`config.mk`:
```
export PLATFORM = sky130hd
export DESIGN_NAME = tc_pl_spi_tx_arb
export DESIGN_NICKNAME = d
export VERILOG_FILES = /design/src/rtl/tc_pl_spi_arb_pkg.sv /design/src/rtl/tc_pl_rr_pick.sv /design/src/rtl/tc_pl_spi_tx_arb.sv
export SDC_FILE = /design/constraint.sdc
export NUM_CORES = 1
export LEC_CHECK = 0
export BUFFER_PORTS_ARGS = -buffer_cell sky130_fd_sc_hd__clkbuf_2
export CAP_MARGIN = 20
export CORE_MARGIN = 2
export CORE_UTILIZATION = 48
export CTS_BUF_LIST = sky130_fd_sc_hd__clkbuf_8
export DETAILED_ROUTE_END_ITERATION = 8
export HOLD_SLACK_MARGIN = 0.05
export PLACE_DENSITY_LB_ADDON = 0.25
export SLEW_MARGIN = 5
export SYNTH_ARGS = -nofsm -noshare
export SYNTH_HDL_FRONTEND = slang
export SYNTH_SLANG_ARGS = --single-unit
export TNS_END_PERCENT = 5
```
`constraint.sdc`:
```
create_clock -name clk -period 3.4 [get_ports clk]
set_input_delay 0.34 -clock clk [delete_from_list [all_inputs] [get_ports clk]]
set_output_delay 0.34 -clock clk [all_outputs]
set_load 0.05 [all_outputs]
```
`src/rtl/tc_pl_spi_arb_pkg.sv`:
```
// Shared types and constants for the PL SPI transmitter arbiter.
// State encoding, default timing constants and a ceil-log2 helper.
package tc_pl_spi_arb_pkg;

    typedef enum logic [1:0] {
        IDLE  = 2'd0,
        HOLD  = 2'd1,
        DRAIN = 2'd2,
        GAP   = 2'd3
    } arb_state_e;

    localparam int unsigned GAP_CYC_DEF = 4;
    localparam int unsigned TMO_CYC_DEF = 4096;

    // Ceil-log2 usable in constant expressions (port and parameter widths).
    function automatic int unsigned clog2(input int unsigned v);
        int unsigned r;
        r = 0;
        while ((64'd1 << r) < 64'(v)) begin
            r = r + 1;
        end
        return r;
    endfunction

endpackage

```
`src/rtl/tc_pl_rr_pick.sv`:
```
// Round-robin picker: first set request searching upward from last+1 with wrap.
// Purely combinational; returns one-hot pick, its index and an any-request flag.
module tc_pl_rr_pick
    import tc_pl_spi_arb_pkg::*;
#(
    parameter  int unsigned NREQ = 4,
    localparam int unsigned IW   = clog2(NREQ)
) (
    input  logic [NREQ-1:0] req,
    input  logic [IW-1:0]   last,
    output logic [NREQ-1:0] pick,
    output logic [IW-1:0]   idx,
    output logic            any
);

    always_comb begin
        logic          found;
        logic [IW-1:0] j;
        pick  = '0;
        idx   = '0;
        found = 1'b0;
        j     = '0;
        // k=NREQ wraps back onto last itself, so it has the lowest priority
        for (int unsigned k = 1; k <= NREQ; k++) begin
            j = IW'((32'(last) + k) % NREQ);
            if (!found && req[j]) begin
                found   = 1'b1;
                pick[j] = 1'b1;
                idx     = j;
            end
        end
    end

    assign any = |req;

endmodule

```
`src/rtl/tc_pl_spi_tx_arb.sv`:
```
// Round-robin arbiter sharing one SPI byte transmitter among NREQ setters.
// Routes the handshake to the granted requester, holds chip-select until drain.
module tc_pl_spi_tx_arb
    import tc_pl_spi_arb_pkg::*;
#(
    parameter int unsigned NREQ    = 4,
    parameter int unsigned SPI0_0  = 8,
    parameter int unsigned GAP_CYC = GAP_CYC_DEF,
    parameter int unsigned TMO_CYC = TMO_CYC_DEF
) (
    input  logic                     clk,
    input  logic                     rst,
    input  logic [NREQ-1:0]          rq_req,
    output logic [NREQ-1:0]          rq_gnt,
    output logic [NREQ-1:0]          rq_idle,
    output logic [NREQ-1:0]          rq_dreq,
    input  logic [NREQ-1:0]          rq_valid,
    input  logic [NREQ*SPI0_0-1:0]   rq_data,
    input  logic                     stx_idle,
    input  logic                     stx_dreq,
    output logic                     stx_valid,
    output logic [SPI0_0-1:0]        stx_data,
    output logic [NREQ-1:0]          spi_sel,
    output logic                     arb_busy,
    output logic                     tmo_err,
    output logic [clog2(NREQ)-1:0]   tmo_id
);

    localparam int unsigned IW = clog2(NREQ);
    localparam int unsigned TW = clog2(TMO_CYC);
    localparam int unsigned GW = clog2(GAP_CYC + 1);

    localparam logic [TW-1:0] TMO_LAST = TW'(TMO_CYC - 1);
    localparam logic [TW-1:0] TMO_SAT  = '1;
    localparam logic [GW-1:0] GAP_LAST = GW'(GAP_CYC - 1);

    arb_state_e state, state_nx;

    logic [IW-1:0]   last, last_nx;
    logic [TW-1:0]   tcnt, tcnt_nx;
    logic [GW-1:0]   gcnt, gcnt_nx;
    logic [NREQ-1:0] gnt_nx, sel_nx;
    logic            tmo_err_nx;
    logic [IW-1:0]   tmo_id_nx;

    logic [NREQ-1:0] pick_oh;
    logic [IW-1:0]   pick_idx;
    logic            pick_any;
    logic            req_g;
    logic            tmo_hit;
    logic            hold;

    logic [SPI0_0-1:0] data_a [NREQ];

    tc_pl_rr_pick #(
        .NREQ (NREQ)
    ) u_pick (
        .req  (rq_req),
        .last (last),
        .pick (pick_oh),
        .idx  (pick_idx),
        .any  (pick_any)
    );

    // last doubles as the granted index while in HOLD
    assign req_g   = rq_req[last];
    assign tmo_hit = req_g && (tcnt == TMO_LAST);
    assign hold    = (state == HOLD);

    // State and registered outputs
    always_ff @(posedge clk or posedge rst) begin
        if (rst) begin
            state   <= IDLE;
            rq_gnt  <= '0;
            spi_sel <= '0;
            last    <= IW'(NREQ - 1);
            tcnt    <= '0;
            gcnt    <= '0;
            tmo_err <= 1'b0;
            tmo_id  <= '0;
        end else begin
            state   <= state_nx;
            rq_gnt  <= gnt_nx;
            spi_sel <= sel_nx;
            last    <= last_nx;
            tcnt    <= tcnt_nx;
            gcnt    <= gcnt_nx;
            tmo_err <= tmo_err_nx;
            tmo_id  <= tmo_id_nx;
        end
    end

    // Next-state logic
    always_comb begin
        state_nx = state;
        case (state)
            IDLE:    if (pick_any && stx_idle)  state_nx = HOLD;
            HOLD:    if (!req_g || tmo_hit)     state_nx = DRAIN;
            DRAIN:   if (stx_idle)              state_nx = GAP;
            GAP:     if (gcnt == GAP_LAST)      state_nx = IDLE;
            default:                            state_nx = IDLE;
        endcase
    end

    // Next values of the registered outputs and counters
    always_comb begin
        gnt_nx     = rq_gnt;
        sel_nx     = spi_sel;
        last_nx    = last;
        tcnt_nx    = tcnt;
        gcnt_nx    = gcnt;
        tmo_err_nx = 1'b0;
        tmo_id_nx  = tmo_id;
        case (state)
            IDLE: begin
                if (pick_any && stx_idle) begin
                    gnt_nx  = pick_oh;
                    sel_nx  = pick_oh;
                    last_nx = pick_idx;
                    tcnt_nx = '0;
                end
            end
            HOLD: begin
                if (!req_g) begin
                    gnt_nx = '0;
                end else if (tmo_hit) begin
                    gnt_nx     = '0;
                    tmo_err_nx = 1'b1;
                    tmo_id_nx  = last;
                end else if (tcnt != TMO_SAT) begin
                    tcnt_nx = tcnt + TW'(1);
                end
            end
            DRAIN: begin
                if (stx_idle) begin
                    sel_nx  = '0;
                    gcnt_nx = '0;
                end
            end
            GAP: begin
                gcnt_nx = gcnt + GW'(1);
            end
            default: begin
                gnt_nx = '0;
                sel_nx = '0;
            end
        endcase
    end

    for (genvar i = 0; i < NREQ; i++) begin : g_unpack
        assign data_a[i] = rq_data[i*SPI0_0 +: SPI0_0];
    end

    // Combinational routing, gated by registered state so reset silences it
    assign rq_idle   = hold ? (rq_gnt & {NREQ{stx_idle}}) : '0;
    assign rq_dreq   = hold ? (rq_gnt & {NREQ{stx_dreq}}) : '0;
    assign stx_valid = hold & rq_valid[last];
    assign stx_data  = hold ? data_a[last] : '0;
    assign arb_busy  = (state != IDLE);

endmodule

```
Word-level counts from Yosys, hierarchy flattened

Index checks and enable logic that the tools add are counted.

Flip-flop bits (word level): 30
Bits in latches: 0
Memory bits (writable): 0
ROM bits: 0
Bits of input ports: 44
Output and inout bits: 29
Memories: 0

Add/sub/neg operators: 6
Multipliers: 0
Div/mod/pow operators: 0
$lt $le $gt $ge: 10
Equality and inequality tests: 14
Shift operators: 0
Muxes and demuxes: 58
Bitwise operators: 7
Reduce and logical (&&, ||, !) cells: 27

Operators by type and width:

| operator                                                    | count |
|---|---|
| 2-to-1 mux 12 bit                                           | 4 |
| 2-to-1 mux 4 bit                                            | 10 |
| 2-to-1 mux 8 bit                                            | 3 |
| one-hot mux 12 bit (2 select lines)                         | 1 |
| binary-select mux 8 bit (select 2 bit)                      | 1 |
| 2-to-1 mux 1 bit                                            | 16 |
| 2-to-1 mux 2 bit                                            | 8 |
| one-hot mux 4 bit (2 select lines)                          | 2 |
| less-than comparator 2 x 3 -> 1 bit (second input constant) | 5 |
| adder 12 x 1 -> 12 bit (second input constant)              | 1 |
| binary-select mux 1 bit (select 2 bit)                      | 6 |
| == test 12 bit (second input constant)                      | 1 |
| inequality test 12 bit (second input constant)              | 1 |
| bitwise OR 4 bit                                            | 3 |
| inequality test 2 bit (second input constant)               | 5 |
| logical AND 1 bit                                           | 9 |
| AND reduction 3 bit                                         | 3 |
| bitwise AND 4 bit                                           | 2 |
| demux 1 bit (select 2 bit)                                  | 4 |
| >= comparator 2 x 1 -> 1 bit (second input constant)        | 4 |
| one-hot mux 2 bit (4 select lines)                          | 1 |
| nonzero test 2 bit                                          | 4 |
| one-hot mux 3 bit (2 select lines)                          | 1 |
| AND reduction 5 bit                                         | 1 |
| other kinds (18)                                            | 26 |

Depth between registers and ports, before layout

Depth after elaboration: 15
Gate-level depth with buffers: 12

Hierarchy

From an unflattened synthesis, not the netlist that was laid out.

Cells, all modules: 263
Area, all modules: 2491.1 um2

Modules (own cells, without submodules):

| module           | times used | cells each | area each (um2) | sequential area each (um2) |
|---|---|---|---|---|
| tc_pl_spi_tx_arb | 1          | 193        | 1950.6          | 753.2 |
| tc_pl_rr_pick    | 1          | 70         | 540.5           | 0.0 |

Least setup slack after synthesis

No wires, ideal clock.

Path type: reg-to-reg
Start: register last[1]
End: register spi_sel[0]
Setup time: 0.094 ns
Arrival time: 3.022 ns
Required time: 3.306 ns
Path slack: 0.284 ns
Stages on the path, launching flop included: 13
Clock period less this slack: 3.116 ns
Path through: dfstp_2 > buf_2 > buf_1 > inv_1 > ha_1 > clkbuf_1 > mux4_2 > buf_2 > or2_0 > buf_2 > a311oi_1 > a211oi_1 > a211oi_1

Longest elaborated chain between the ends: 15
Elaborated cells on any way between the ends: 50

RTL lines:

| item                                                                         | RTL line                | RTL |
|---|---|---|
| from (decl)                                                                  | tc_pl_spi_tx_arb.sv:39  | `logic [IW-1:0] last, last_nx;` |
| from (signal assigned)                                                       | tc_pl_spi_tx_arb.sv:76  | `last <= IW'(NREQ - 1);` |
| from (signal assigned)                                                       | tc_pl_spi_tx_arb.sv:85  | `last <= last_nx;` |
| branches (longest 12 deep; another with less-than comparator 2 x 3 -> 1 bit) | -                       |  |
| 2-to-1 mux 4 bit (*)                                                         | tc_pl_rr_pick.sv:26     | `if (!found && req[j]) begin` |
| 2-to-1 mux 4 bit (*)                                                         | tc_pl_spi_tx_arb.sv:116 | `if (pick_any && stx_idle) begin` |
| one-hot mux 4 bit (2 select lines) (*)                                       | tc_pl_spi_tx_arb.sv:114 | `case (state)` |
| to (signal assigned)                                                         | tc_pl_spi_tx_arb.sv:84  | `spi_sel <= sel_nx;` |
| to (decl)                                                                    | tc_pl_spi_tx_arb.sv:23  | `output logic [NREQ-1:0] spi_sel,` |

Mark *: on every way between the ends. The select of a mux whose other input is x is not followed.
A chain may end at the register's enable or synchronous reset.

Final worst setup path

Start: register last[0]
End: register spi_sel[1]

The elaborated chain is that of the path after synthesis.

==> flow_metrics.env <==
export IMPL_power_total_mw=2.495
export IMPL_drt_initial_drc_count=87
export IMPL_ios=73
export IMPL_cts_made_buffers=5
export IMPL_yosys_warnings=0
export IMPL_dp_cells=379
export IMPL_end_kind="flip-flop"
export IMPL_grt_max_degree=27
export IMPL_swShare_pct=51.62
export IMPL_status="completed"
export IMPL_rows=25
export IMPL_crit_type="flip-flop to flip-flop"
export IMPL_postCtsSetupRepairBufs=0
export IMPL_critPathLaunchType="flip-flop"
export IMPL_p_per_area_nw_per_um2=850.6
export IMPL_dr_wl_met3_um=409
export IMPL_p_int_mw=1.207
export IMPL_cp_data_required_time_ns=3.59
export IMPL_cts_resized_gates=0
export IMPL_synth_edf_count=0
export IMPL_area_growth_pct=21.51
export IMPL_drive_gt1_share_pct=33.75
export IMPL_routedWlPerCell_um=15.33
export IMPL_die_h_um=74.91
export IMPL_grt_pass1_vias=2028
export IMPL_antenna_cells=0
export IMPL_fin_crit_ns=2.657
export IMPL_yosys_top_cells_count="dfrtp_1 (28), nor2_1 (19), nand2_1 (16), ha_1 (15), o21ai_0 (15)"
export IMPL_netlist_area_leader_share_pct=29.03
export IMPL_r2r_end="spi_sel[1]"
export IMPL_dp_hpwl_um=4612
export IMPL_final_util_pct=61.28
export IMPL_antenna_found_initial=0
export IMPL_worst_pin_slew_ns=0.7858
export IMPL_drcViolationCount=0
export IMPL_path_clk_slew_ns=0.06
export IMPL_yosysUniqueCellTypes=49
export IMPL_cts_tree="built"
export IMPL_p_comb_share_pct=66.5
export IMPL_ctsHoldBuffers=0
export IMPL_synth_nets=309
export IMPL_max_slew_margin_rel_pct=47.21
export IMPL_htree_levels=2
export IMPL_gp_congestion=0.8950
export IMPL_wl_met1_um=2628
export IMPL_finalCritPeriodShare_pct=78.16
export IMPL_firstDrtPassIters=4
export IMPL_r2r_start="last[0]"
export IMPL_overflow=0
export IMPL_fill_cells=434
export IMPL_synth_top_area_cell="dfrtp_1"
export IMPL_synthCells=250
export IMPL_p_sw_mw=1.288
export IMPL_finClkSkew_ns=0.001719
export IMPL_cts_max_path_buffers=2
export IMPL_avgSynthCellArea_um2=9.654
export IMPL_ys_seq_area_share_pct=31.21
export IMPL_fmax_mhz=376.3
export IMPL_grtUsageTotal_pct=22.70
export IMPL_p_seq_share_pct=21.9
export IMPL_hp_class="primary input to asynchronous set/reset pin"
export IMPL_wl_met2_um=2826
export IMPL_syn_area_um2=2414
export IMPL_routed_top_layer="met4"
export IMPL_path_max_fanout=10
export IMPL_worstPathArrival_ns=2.85
export IMPL_vias_per_cell=5.680
export IMPL_p_leak_nw=1.367
export IMPL_p_clk_share_pct=11.6
export IMPL_drtAntennaViolNets=0
export IMPL_setup_violations=0
export IMPL_die_w_um=74.91
export IMPL_fin_cells=387
export IMPL_rsz0062_at_grt="false"
export IMPL_cts_sinks=30
export IMPL_grt_first_pass_wirelength_um=9646
export IMPL_hold_violations=0
export IMPL_tns_ns=0
export IMPL_ctsRootBufferMaster="clkbuf_8"
export IMPL_clk_latency_ns=0.28
export IMPL_r2r_slack_ns=0.74
export IMPL_core_area_um2=4786
export IMPL_port_buffers=72
export IMPL_start_util_pct=50.43
export IMPL_ys_seq_elements=30
export IMPL_async_reset_ff_share_pct=100.0
export IMPL_drt_wl_total_um=5934
export IMPL_die_area_um2=5612
export IMPL_cap_viol_max_count=0
export IMPL_via_count=2198
export IMPL_synth_top_flop_cell="dfrtp_1"
export IMPL_synth_most_common_cell="dfrtp_1"
export IMPL_ir_drop_mv=0.4258
export IMPL_nets=378
export IMPL_synth_area_leaders="dfrtp_1 (29%), mux4_2 (12%), ha_1 (7.8%), o21ai_0 (3.1%), nor2_1 (3.0%)"
export IMPL_reg2regPathDepth=7
export IMPL_slew_violations=0
-- power by group through the flow --
| stage | Clock [mW] | Combinational, mW | Sequential [mW] |
|---|---|---|---|
| 3_3_place_gp | 0 | 1.62 | 0.547 |
| 2_1_floorplan | 0 | 1.19 | 0.676 |
| 6_report | 0.290 | 1.66 | 0.546 |
| 4_1_cts | 0.300 | 1.66 | 0.545 |
| 3_5_place_dp | 0 | 1.66 | 0.553 |
| 5_1_grt | 0.320 | 1.82 | 0.560 |
-- worst max-delay path by stage --
stage             from  slack [ns]    endpoint
6_report       last[0]        0.74  spi_sel[1]
5_1_grt        last[0]        0.61  spi_sel[0]
4_1_cts        last[0]        0.76  spi_sel[0]
3_5_place_dp   last[0]        0.77  spi_sel[0]
3_3_place_gp   last[0]        0.88  spi_sel[1]
2_1_floorplan  last[1]        0.28  spi_sel[0]
-- critical path, stage by stage, from the launching register on --
cell and delay [ns]:
dfstp_2 0.53, inv_1 0.13, ha_1 0.46, mux4_2 0.45
or2_0 0.38, a311oi_1 0.29, a211oi_1 0.10, a211oi_1 0.23
-- cell families (layout without fill, tap and decap cells) --
| kind of cell | after synthesis | after routing | share of synthesized area, % |
|---|---|---|---|
| mux | 20 | 20 | 15.29 |
| compound gates | 52 | 52 | 15.45 |
| flops | 30 | 30 | 31.21 |
| xor+xnor | 7 | 7 | 2.540 |
| buf+inv | 23 | 93 | 4.251 |
| simple gates | 103 | 103 | 23.48 |
| fa+ha+maj | 15 | 15 | 7.776 |
-- registers in the layout, summed over array words and instances (netlist names) --
signal	flops
tcnt	12
rq_gnt	4
spi_sel	4
gcnt	3
last	2
state	2
tmo_id	2
tmo_err	1
-- routing by layer --
metal	track usage, %	vias up
li1	-	1080
met1	29.79	1026
met2	38.01	85
met3	4.819	7
met4	6.548	0
met5	0	-
-- cell usage in the layout, fill, tap and decap left out, types with 5 or more instances in the layout --
| cell | instances |
|---|---|
| nand2_1 | 16 |
| and3_1 | 9 |
| nand3_1 | 14 |
| nor4_1 | 6 |
| inv_1 | 10 |
| mux2_2 | 5 |
| xnor2_1 | 7 |
| nor2_1 | 19 |
| o21ai_0 | 15 |
| mux4_2 | 13 |
| ha_1 | 15 |
| dfrtp_1 | 28 |
| clkbuf_8 | 6 |
| nor2b_1 | 6 |
| a21oi_1 | 5 |
| a211oi_1 | 9 |
| and2_1 | 10 |
| clkbuf_2 | 72 |
-- area by class of cell --
class                      instances  area [µm²]  share of cell area [%]
tap                               67       83.83                   2.858
clock inverter                     2       7.507                  0.2560
timing repair buffer              77       417.9                   14.25
multi-input combinational        197        1558                   53.11
sequential                        30       753.2                   25.68
inverter                           8       30.03                   1.024
clock buffer                       6       82.58                   2.816
-- stage by stage --
| stage | cell area [µm²] | hold WS, ns | setup slack (ns) |
|---|---|---|---|
| 3_3_place_gp | 2815 | 0.4778 | 0.8781 |
| 2_1_floorplan | 2414 | 0.4293 | 0.2841 |
| 6_report | 2933 | 0.05821 | 0.7427 |
| 5_1_grt | 2933 | 0.09503 | 0.6149 |
| 4_1_cts | 2933 | 0.06966 | 0.7568 |
| 3_5_place_dp | 2843 | 0.3765 | 0.7731 |
(Power assumes the default switching activity.)
